File: src/rtl/cluster_cg_pkg.sv
// Shared types and default sizing for the cluster clock-gating controller.
// Imported by the per-channel FSM and the top-level controller.
package cluster_cg_pkg;

    // Per-channel gating FSM states.
    typedef enum logic [1:0] {
        CG_ON   = 2'd0,
        CG_IDLE = 2'd1,
        CG_OFF  = 2'd2,
        CG_WAKE = 2'd3
    } cg_state_e;

    localparam int unsigned CG_NB_CH    = 4;
    localparam int unsigned CG_HYST_W   = 8;
    localparam int unsigned CG_WAKE_CYC = 2;
    localparam int unsigned CG_CNT_W    = 16;

endpackage

File: src/rtl/cluster_cg_chan.sv
// One gating channel: ON/IDLE/OFF/WAKE FSM, hysteresis and wake counters, gated-cycle stats.
// Ports: wake_i activity, hyst_i idle threshold, clr_cnt_i stats clear; en_o/ack_o/gated_o/gated_cnt_o registered.
module cluster_cg_chan
    import cluster_cg_pkg::*;
#(
    parameter int unsigned HYST_W   = CG_HYST_W,
    parameter int unsigned WAKE_CYC = CG_WAKE_CYC,
    parameter int unsigned CNT_W    = CG_CNT_W
) (
    input  logic             clk_i,
    input  logic             rst_i,
    input  logic             wake_i,
    input  logic [HYST_W-1:0] hyst_i,
    input  logic             clr_cnt_i,
    output logic             en_o,
    output logic             ack_o,
    output logic             gated_o,
    output logic [CNT_W-1:0] gated_cnt_o
);

    localparam int unsigned WK_W = (WAKE_CYC > 1) ? $clog2(WAKE_CYC) : 1;
    // WAKE lasts WAKE_CYC cycles, so the counter starts one below that.
    localparam logic [WK_W-1:0] WK_LOAD =
        (WAKE_CYC > 0) ? WK_W'(WAKE_CYC - 1) : '0;

    cg_state_e         state_q, state_d;
    logic [HYST_W-1:0] hyst_q, hyst_d;
    logic [WK_W-1:0]   wk_q, wk_d;
    logic              en_q, ack_q, gated_q;
    logic              en_d, ack_d, gated_d;
    logic [CNT_W-1:0]  cnt_q;

    always_comb begin
        state_d = state_q;
        hyst_d  = hyst_q;
        wk_d    = wk_q;
        unique case (state_q)
            CG_ON: begin
                if (!wake_i) begin
                    state_d = CG_IDLE;
                    hyst_d  = hyst_i;
                end
            end
            CG_IDLE: begin
                if (wake_i) begin
                    state_d = CG_ON;
                end else if (hyst_q == '0) begin
                    state_d = CG_OFF;
                end else begin
                    hyst_d = hyst_q - 1'b1;
                end
            end
            CG_OFF: begin
                if (wake_i) begin
                    if (WAKE_CYC == 0) begin
                        state_d = CG_ON;
                    end else begin
                        state_d = CG_WAKE;
                        wk_d    = WK_LOAD;
                    end
                end
            end
            CG_WAKE: begin
                // Completes regardless of wake_i so a 1-cycle pulse suffices.
                if (wk_q == '0) begin
                    state_d = CG_ON;
                end else begin
                    wk_d = wk_q - 1'b1;
                end
            end
        endcase
    end

    // Outputs are registered from the next state.
    always_comb begin
        en_d    = (state_d != CG_OFF);
        ack_d   = (state_d == CG_ON) || (state_d == CG_IDLE);
        gated_d = (state_d == CG_OFF);
    end

    always_ff @(posedge clk_i) begin
        if (rst_i) begin
            state_q <= CG_ON;
            hyst_q  <= '0;
            wk_q    <= '0;
            en_q    <= 1'b1;
            ack_q   <= 1'b0;
            gated_q <= 1'b0;
        end else begin
            state_q <= state_d;
            hyst_q  <= hyst_d;
            wk_q    <= wk_d;
            en_q    <= en_d;
            ack_q   <= ack_d;
            gated_q <= gated_d;
        end
    end

    // Saturating gated-cycle counter; clear wins over increment.
    always_ff @(posedge clk_i) begin
        if (rst_i) begin
            cnt_q <= '0;
        end else if (clr_cnt_i) begin
            cnt_q <= '0;
        end else if ((state_q == CG_OFF) && (cnt_q != '1)) begin
            cnt_q <= cnt_q + 1'b1;
        end
    end

    assign en_o        = en_q;
    assign ack_o       = ack_q;
    assign gated_o     = gated_q;
    assign gated_cnt_o = cnt_q;

endmodule

File: src/rtl/cluster_clock_gating.sv
// Leaf clock-gating cell: latch-based enable, transparent while clk_i is low.
// Ports: clk_i ungated clock, en_i functional enable, test_en_i scan override, clk_o gated clock.
module cluster_clock_gating (
    input  logic clk_i,
    input  logic en_i,
    input  logic test_en_i,
    output logic clk_o
);

    logic en_latch;

    // Enable can only change while clk_i is low, so clk_o never glitches.
    always_latch begin
        if (!clk_i) begin
            en_latch = en_i | test_en_i;
        end
    end

    assign clk_o = clk_i & en_latch;

endmodule

File: src/rtl/cluster_clock_gate_ctrl.sv
// Multi-channel automatic clock-gating controller with req/ack wake handshake and stats.
// Ports: busy_i/req_i/force_on_i per-channel wake sources, hyst_i idle threshold; clk_o/ack_o/gated_o/gated_cnt_o per channel.
module cluster_clock_gate_ctrl
    import cluster_cg_pkg::*;
#(
    parameter int unsigned NB_CH    = CG_NB_CH,
    parameter int unsigned HYST_W   = CG_HYST_W,
    parameter int unsigned WAKE_CYC = CG_WAKE_CYC,
    parameter int unsigned CNT_W    = CG_CNT_W
) (
    input  logic                   clk_i,
    input  logic                   rst_i,
    input  logic                   test_en_i,
    input  logic [NB_CH-1:0]       busy_i,
    input  logic [NB_CH-1:0]       req_i,
    input  logic [NB_CH-1:0]       force_on_i,
    input  logic [HYST_W-1:0]      hyst_i,
    input  logic                   clr_cnt_i,
    output logic [NB_CH-1:0]       clk_o,
    output logic [NB_CH-1:0]       ack_o,
    output logic [NB_CH-1:0]       gated_o,
    output logic [NB_CH*CNT_W-1:0] gated_cnt_o
);

    logic [NB_CH-1:0] wake;
    logic [NB_CH-1:0] en;

    assign wake = busy_i | req_i | force_on_i;

    for (genvar ch = 0; ch < NB_CH; ch++) begin : g_ch
        cluster_cg_chan #(
            .HYST_W   (HYST_W),
            .WAKE_CYC (WAKE_CYC),
            .CNT_W    (CNT_W)
        ) i_chan (
            .clk_i       (clk_i),
            .rst_i       (rst_i),
            .wake_i      (wake[ch]),
            .hyst_i      (hyst_i),
            .clr_cnt_i   (clr_cnt_i),
            .en_o        (en[ch]),
            .ack_o       (ack_o[ch]),
            .gated_o     (gated_o[ch]),
            .gated_cnt_o (gated_cnt_o[ch*CNT_W +: CNT_W])
        );

        cluster_clock_gating i_cg (
            .clk_i     (clk_i),
            .en_i      (en[ch]),
            .test_en_i (test_en_i),
            .clk_o     (clk_o[ch])
        );
    end

endmodule

File: config.mk
export PLATFORM = sky130hd
export DESIGN_NAME = cluster_clock_gate_ctrl
export DESIGN_NICKNAME = d
export VERILOG_FILES = /design/src/rtl/cluster_cg_pkg.sv /design/src/rtl/cluster_cg_chan.sv /design/src/rtl/cluster_clock_gating.sv /design/src/rtl/cluster_clock_gate_ctrl.sv
export SDC_FILE = /design/constraint.sdc
export NUM_CORES = 1
export LEC_CHECK = 0
export ABC_CLOCK_PERIOD_IN_PS = 5300
export BUFFER_PORTS_ARGS = -buffer_cell sky130_fd_sc_hd__buf_2
export CAP_MARGIN = 20
export CORE_ASPECT_RATIO = 0.9
export CORE_MARGIN = 2
export CORE_UTILIZATION = 62
export DETAILED_ROUTE_END_ITERATION = 10
export PLACE_DENSITY = 0.86
export SYNTH_ARGS = -nofsm -noshare
export SYNTH_HDL_FRONTEND = slang
export SYNTH_HIERARCHICAL = 1
export SYNTH_SLANG_ARGS = --single-unit
File: constraint.sdc
create_clock -name clk_i -period 5.3 [get_ports clk_i]
set_input_delay 0.53 -clock clk_i [delete_from_list [all_inputs] [get_ports clk_i]]
set_output_delay 0.53 -clock clk_i [all_outputs]
set_load 0.02 [all_outputs]
* Word-level counts from Yosys, hierarchy flattened
Index checks and enable logic that the tools add are counted.
W data, S select, Z words.
** Operators by class
- $add $sub $neg :: 12
- Equality and inequality tests :: 44
- Multiplexer cells :: 56
- Bitwise gates (word level) :: 10
- Reductions and logical operators :: 37
** Operators with widths (count)
- $mux W8 :: 12
- $add A16 B1 Y16 const B :: 4
- $ne A16 B16 Y1 const B :: 4
- $pmux W8 S2 :: 4
- $mux W2 :: 20
- $ne A2 B2 Y1 const B :: 20
- $logic_not A8 Y1 :: 4
- $pmux W2 S4 :: 4
- $sub A8 B1 Y8 const B :: 4
- $eq A2 B2 Y1 const B :: 12
- $eq A2 B1 Y1 const B :: 8
- $logic_not A2 Y1 :: 8
- $reduce_and A4 Y1 :: 4
- $reduce_bool A2 Y1 :: 8
- $mux W1 :: 12
- $or A4 B4 Y4 :: 2
- $pmux W1 S2 :: 4
- $reduce_and A2 Y1 :: 4
- $and A1 B1 Y1 :: 4
- $logic_and A1 B1 Y1 :: 4
- $logic_or A1 B1 Y1 :: 4
- $or A1 B1 Y1 :: 4
- $sub A1 B1 Y1 const B :: 4
- $reduce_or A2 Y1 :: 1
** Storage, ports and cells
- Flip-flop bits (word level) :: 120
- Bits in latches :: 4
- Output and inout port bits :: 76
- Logic and storage cells :: 191

* Longest topological paths before layout
Gate-level depths: netlist (run 1).
- Word-level depth :: 6
- Gate-level depth with buffers :: 7

* Cells and area by module
Netlist (run 1), hierarchy kept.
** Modules (own cells, without submodules)
- cluster_cg_chan at g_ch[0].i_chan ... :: times used 3, cells each 189, area an instance 1560.2 um2, sequential area each 600.6 um2
- cluster_cg_chan at g_ch[3].i_chan :: times used 1, cells each 193, area an instance 1600.3 um2, sequential area each 600.6 um2
- cluster_clock_gating :: times used 4, cells each 3, area an instance 27.5 um2, sequential area each 0.0 um2
- cluster_clock_gate_ctrl :: times used 1, cells each 4, area an instance 25.0 um2, sequential area each 0.0 um2

==> metrics.yaml, run 1 <==
clock_tree:
  cts_setup_buffers: 0
  post_cts_resized: 0
  cts_tree: "yes"
  clock_latency_ps: 520
  ctsHoldBuffers: 0
  path_clk_slew_ps: 50
min_path:
  holdPathStages: 2
  hold_class: "input port to latch"
  min_to: "g_ch[1].i_cg/en_latch"
  hold_start: "test_en_i"
floorplanning:
  pin_count: 100
  start_util_pct: 63.15
  die_area_mm2: 0.01118
  coreArea_mm2: 0.01016
  die-width_um: 111.2
  die_y_um: 100.5
  rows: 35
sta:
  setup_ws_ps: 881.0
  fin_setup_tns_ps: 0
  finalHoldViolCount: 0
  finalSetupViolCount: 0
  skew_ps: 6.241
  slew_violations: 0
  worst_slew_pin_slew_ps: 1077
  rsz0062_at_grt: "no"
  slew_headroom_pct: 27.55
critical_path:
  path_delay_family: "latches"
  cp.buffers_inverters: 1
  cp-start-kind: "latch"
  rr_worst_depth: 1
  cp.required_ps: 4770
  endpoint_kind: "primary output"
  worst-r2r-setup-slack_ps: 2140
  crit_fanout: 1
  criticalPathCategory: "latch to primary output"
  slowest_stage: "dlxtn_1"
  rr_endpoint: "g_ch[0].i_cg/en_latch"
  r2r_start: "g_ch[0].i_chan/en_o"
  critPathMaxStageDelay_ps: 380
  path_cells: "and2_1 > buf_2"
  crit_arrival_ps: 3890
synth:
  ys_warn_count: 6
  synth_nets: 808
  synthCells: 776
  synth_seq_cells: 124
  ys_types: 59
  synth-edff-count: 0
  synth_ff_type: "dfxtp_1"
  syn_area_mm2: 0.006416
  syn_avg_cell_area_um2: 8.268
  async_flop_share_pct: 0
drt:
  viasPerCell: 6.538
  wl_per_cell_um: 16.45
  first_pass_iters: 6
  vias: 6590
  drt_iter0_drc: 807
  drcViolationCount: 0
  antenna_left: 0
  totalWireLength_um: 16580
placement:
  io_buffers: 99
  post-place-ws_ps: 1482
  dp_hpwl_um: 10990
  gp_congestion: 0.8674
pwr:
  power_per_cell_area_mw_per_mm2: 324.4
  p_leak_nw: 2.818
  ir_drop_uv: 485.7
global_route:
  grt_max_degree: 42
  grt_overflow: 0
  antenna_found_initial: 0
  grt_pass1_vias: 5802
  grtUsageTotal_pct: 29.47
  grt_pass1_wl_um: 26810
layout:
  final_common_cell: "dfxtp_1"
  area_delta_synth_final_pct: 18.84
  diodes: 0
  drive_gt1_share_pct: 19.23
  n_fill_cell: 732
  layout.nets: 898
  final_cell_mix: "dfxtp_1, buf_2, a21oi_1, o21ai_0, nor2_1"
outcome:
  status: "finished, final reports clean"
flow_run:
  max_cap_viol_count: 0
-- kinds of logic after synthesis --
logic type | after synthesis | synth area share, %
adders and majority gates | 8 | 1.560
DFF | 120 | 37.44
latches | 4 | 0.9361
xor gates and xnor gates | 3 | 0.4096
and+or+nand+nor | 332 | 29.88
AOI/OAI and AO/OA | 234 | 23.62
muxes | 16 | 2.633
buffers and inverters | 59 | 3.530
-- state kept, by name, indices dropped and copies added, names as in the netlist --
name	count
g_ch.i_cg/en_latch	4
g_ch.i_chan/ack_o	4
g_ch.i_chan/en_o	4
g_ch.i_chan/gated_cnt_o	64
g_ch.i_chan/gated_o	4
g_ch.i_chan/hyst_q	32
g_ch.i_chan/state_q	8
g_ch.i_chan/wk_q	4
-- synth_stat cells, types with 6 or more instances --
cell type,number,area [um^2]
dfxtp_1,120,2402
a21oi_1,79,395.4
o21ai_0,61,305.3
nor2_1,55,206.5
nand2_1,51,191.4
nor3_1,34,170.2
clkbuf_1,31,116.4
nand3_1,26,130.1
or3_1,25,156.4
inv_1,24,90.09
nand4_1,18,112.6
nor2b_1,16,100.1
a211oi_1,15,112.6
nor4_1,15,93.84
o41ai_1,14,122.6
a31oi_1,11,68.82
and2_1,11,68.82
o31ai_1,10,75.07
or4_1,10,75.07
mux2i_1,9,90.09
ha_1,8,100.1
nand4b_1,8,70.07
o311ai_0,8,70.07
and3_1,7,43.79
mux2_2,7,78.83
nor3b_1,7,52.55
or2_2,7,43.79
a21o_1,6,45.04
or3_2,6,45.04
-- worst max path at each step --
stage,from,depth (start not counted),endpoint
after global placement,g_ch[3].i_cg/en_latch,2,clk_o[3]
after floorplan,g_ch[0].i_cg/en_latch,1,clk_o[0]
after global routing,g_ch[3].i_cg/en_latch,2,clk_o[3]
after detailed placement,g_ch[1].i_cg/en_latch,2,clk_o[1]
final,g_ch[3].i_cg/en_latch,2,clk_o[3]
after CTS,g_ch[3].i_cg/en_latch,2,clk_o[3]
-- metrics by stage --
stage                     util (%)  instance area, um^2  hold WS [ps]  total power [mW]  cells
final                        75.05                 7625         355.7             2.473   1008
after global routing         75.05                 7625         362.0             2.549   1008
after CTS                    75.00                 7620         343.0             2.492   1007
after detailed placement     68.42                 6952         487.8             1.209    971
after global placement       68.42                 6952         469.6             1.200    971
after floorplan                  -                 6416         458.0             1.142    776
-- metal layers --
layer | track usage, % | wire [um] | part of all wire (%) | up-vias
met5 | 0 | 0 | 0 | -
met4 | 13.20 | 329 | 2.0 | 0
li1 | - | - | - | 3141
met2 | 47.09 | 8018 | 48 | 330
met3 | 9.200 | 1291 | 7.8 | 38
met1 | 37.04 | 6938 | 42 | 3081
-- power by group --
| group | leakage (nW) | internal [mW] | switching, mW | total, mW |
|---|---|---|---|---|
| Clock | 0.346 | 0.864 | 0.505 | 1.37 |
| Combinational | 1.47 | 0.0552 | 0.0951 | 0.150 |
| Sequential | 1.00 | 0.937 | 0.0173 | 0.954 |
-- cell type report --
type                            instances  area [um^2]  share of cell area, %
Timing Repair Buffer                   98        495.5                  6.498
Multi-Input combinational cell        593         3727                  48.88
Sequential cell                       124         2462                  32.29
Tap cell                              129        161.4                  2.117
Clock buffer                           28        566.8                  7.434
Clock inverter                         12        121.4                  1.592
Inverter                               24        90.09                  1.181
Power figures use the tool's default switching activity.
==> run 2, diff against run 1 <==
ABC_AREA = 1   (was unset)
ABC_CLOCK_PERIOD_IN_PS = 4100   (was 5300)
CORE_UTILIZATION = 59   (was 62)
PLACE_DENSITY = 0.81   (was 0.86)
clock period = 4.1 ns   (was 5.3 ns; I/O delays follow)
==> run 2 against run 1 <==
  * Clock power grew 38%
  * Utilization shrank 3.6 points
  * Global-route usage shrank 2.1 points
  * Highest routed layer unchanged
  * First-iteration DRC count shrank 24%
==> metrics.yaml, run 2 <==
pwr:
  p_sw_mw: 0.9543  # +55%
  p_sw_share_pct: 27.55  # +2.6 points
  clkPwrFrac_pct: 54.5  # -0.9 points
  combPwrFrac_pct: 9.2  # +3.1 points
  p_leak_nw: 3.908  # +39%
  seq_power_share_pct: 36.2  # -2.4 points
  p_int_mw: 2.509  # +35%
  power_per_cell_area_mw_per_mm2: 398.5  # +23%
  ir_drop_uv: 325.1  # -33%
placement:
  postPlaceCellArea_mm2: 0.007981  # +15%
  gp_congestion: 0.8887  # +2.5%
  io_buffers: 99  # unchanged
  dp_hpwl_um: 12050  # +9.6%
clock_tree:
  cts_setup_buffers: 0  # unchanged
  clock_latency_ps: 530  # about the same
  path_clk_slew_ps: 60  # about the same
  post_cts_resized: 0  # unchanged
  cts_tree: "yes"
  ctsHoldBuffers: 0  # unchanged
critical_path:
  endpoint_kind: "primary output"
  path_delay_family: "latches"
  path_cells: "nand2_1 > inv_1 > buf_2"
  slowest_stage: "dlxtn_1"
  crit_arrival_ps: 3280  # -610 ps
  crit_fanout: 1  # unchanged
  criticalPathCategory: "latch to primary output"
  critPathMaxStageDelay_ps: 400  # +20 ps
  cp-start-kind: "latch"
  cp.required_ps: 3690  # -1080 ps
  cp.buffers_inverters: 2  # +1
floorplanning:
  coreArea_mm2: 0.01217  # +20%
  die-width_um: 122.3  # +10%
  rows: 38  # +8.6%
  die_area_mm2: 0.01352  # +21%
  pin_count: 100  # unchanged
  die_y_um: 110.5  # +9.9%
  start_util_pct: 61.08  # -2.1 points
sta:
  fin_setup_tns_ps: 0  # unchanged
  slew_violations: 0  # unchanged
  finalHoldViolCount: 0  # unchanged
  slew_headroom_pct: 56.34  # +29 points
  finalSetupViolCount: 0  # unchanged
  worst_slew_pin_slew_ps: 654.1  # -422.7 ps
  rsz0062_at_grt: "no"
  skew_ps: 5.932  # -0.3095 ps
layout:
  final_common_cell: "nand2_1"
  diodes: 0  # unchanged
  final_area_mm2: 0.008692  # +14%
  n_fill_cell: 1061  # +45%
  final_cell_mix: "nand2_1, nor2_1, inv_1, dfxtp_1, buf_2"
  drive_gt1_share_pct: 19.95  # +0.73 points
  area_delta_synth_final_pct: 16.91
  layout.nets: 1287  # +43%
  largest_reg_flops: 64  # unchanged
global_route:
  use_met2_pct: 42.04  # -5.1 points
  use_met1_pct: 35.12  # -1.9 points
  grt_pass1_vias: 6700  # +15%
  grt-busiest-layer: "met2"
  grt_overflow: 0  # unchanged
  grtUsageTotal_pct: 27.34  # -2.1 points
  antenna_found_initial: 0  # unchanged
  gr-usage-met3_pct: 7.955  # -1.2 points
  grt_max_degree: 30  # -29%
  grt_pass1_wl_um: 30150  # +12%
drt:
  wl_per_cell_um: 12.41  # -25%
  antenna_left: 0  # unchanged
  drcViolationCount: 0  # unchanged
  viasPerCell: 5.204  # -20%
  first_pass_iters: 6  # unchanged
  totalWireLength_um: 17730  # +6.9%
  vias: 7431  # +13%
  drt_iter0_drc: 614  # -24%
synth:
  synth.largest_area_cell: "dfxtp_1"
  ys_types: 29  # -51%
  synth_nets: 1184  # +47%
  async_flop_share_pct: 0  # unchanged
  synthCells: 1152  # +48%
  synth_common_cells: "nand2_1, nor2_1, inv_1"
  syn_area_mm2: 0.007435  # +16%
  synth_ff_type: "dfxtp_1"
  yosysMostFrequentCell: "nand2_1"
  synth_seq_cells: 124  # unchanged
  synth_top_area_share_pct: 32.31  # -5.1 points
  syn_avg_cell_area_um2: 6.454  # -22%
  netlist_top_cells_area: "dfxtp_1, nand2_1, nor2_1, inv_1, a21oi_2"
  ys_warn_count: 6  # unchanged
  synth-edff-count: 0  # unchanged
min_path:
  hold_class: "input port to latch"
flow_run:
  max_cap_viol_count: 0  # unchanged
outcome:
  status: "finished, final reports clean"
[run 2: changes by cell type in the layout (fill, tap and decap cells not counted), sizes merged, moves of 11 or more]
cell / delta
nor3: -34
nand2: +318
nor4: -16
xor2: +19
nand3: +42
o41ai: -17
a21oi: +11
inv: +130
nor2: +131
nor2b: -16
or3: -32
a211oi: -15
or2: -12
[run 2: layer usage]
layer / share of wire (%) / vias up
met1: 45 / 3351
met3: 6.0 / 34
met5: 0 / -
met4: 2.2 / 0
met2: 46 / 213
li1: - / 3833
[run 2: path summary, 6_finish.rpt]
path | startpoint | end | slack (ps) | cells past startpoint
setup / recovery | g_ch[0].i_cg/en_latch | clk_o[0] | 410 | 3
hold / removal | test_en_i | g_ch[0].i_cg/en_latch | 190 | 3
setup reg to reg | g_ch[1].i_chan/en_o | g_ch[1].i_cg/en_latch | 1650 | 2
hold reg to reg | g_ch[2].i_chan/en_o | g_ch[2].i_cg/en_latch | 470 | 2
[run 2: cells by family after synthesis]
kind of cell / share of synthesized area (%)
AOI/OAI and AO/OA: 13.97
xor gates and xnor gates: 3.652
adders and majority gates: 1.346
buffers and inverters: 9.980
DFF: 32.31
latches: 0.8078
and+or+nand+nor: 37.93
[run 2: final cells by class]
type | count | area (um^2) | share of cell area, %
flip-flops and latches | 124 | 2462 | 28.33
repair buffers | 96 | 483.0 | 5.556
clock buffers | 27 | 563.0 | 6.478
multi-input cells | 854 | 4230 | 48.67
clock inverters | 17 | 182.7 | 2.102
well taps | 160 | 200.2 | 2.303
inverters | 150 | 570.5 | 6.564
[run 2: power groups by stage]
stage | sequential (mW) | clock, mW | combinational (mW)
finish | 1.25 | 1.89 | 0.320
global route | 1.26 | 2.00 | 0.364
CTS | 1.25 | 1.92 | 0.318
detailed placement | 1.28 | 0.118 | 0.312
global placement | 1.28 | 0.118 | 0.306
floorplan | 1.28 | 0.0855 | 0.240
[run 2: stage by stage]
stage	setup slack (ps)	util (%)	cells	total power, mW	hold slack, ps
floorplan	1095	-	1152	1.608	449.3
global placement	1054	65.57	1392	1.703	452.6
detailed placement	1039	65.57	1392	1.709	456.2
CTS	366.2	71.41	1428	3.496	174.7
global route	328.7	71.41	1428	3.620	188.6
finish	410.2	71.41	1428	3.464	185.0
[run 2: worst register-to-register path: cells and delay by family (launching register included)]
| family | cells | cell delay (ps) |
|---|---|---|
| DFF | 1 | 310 |
| and+or+nand+nor | 1 | 50 |
| buffers and inverters | 1 | 30 |
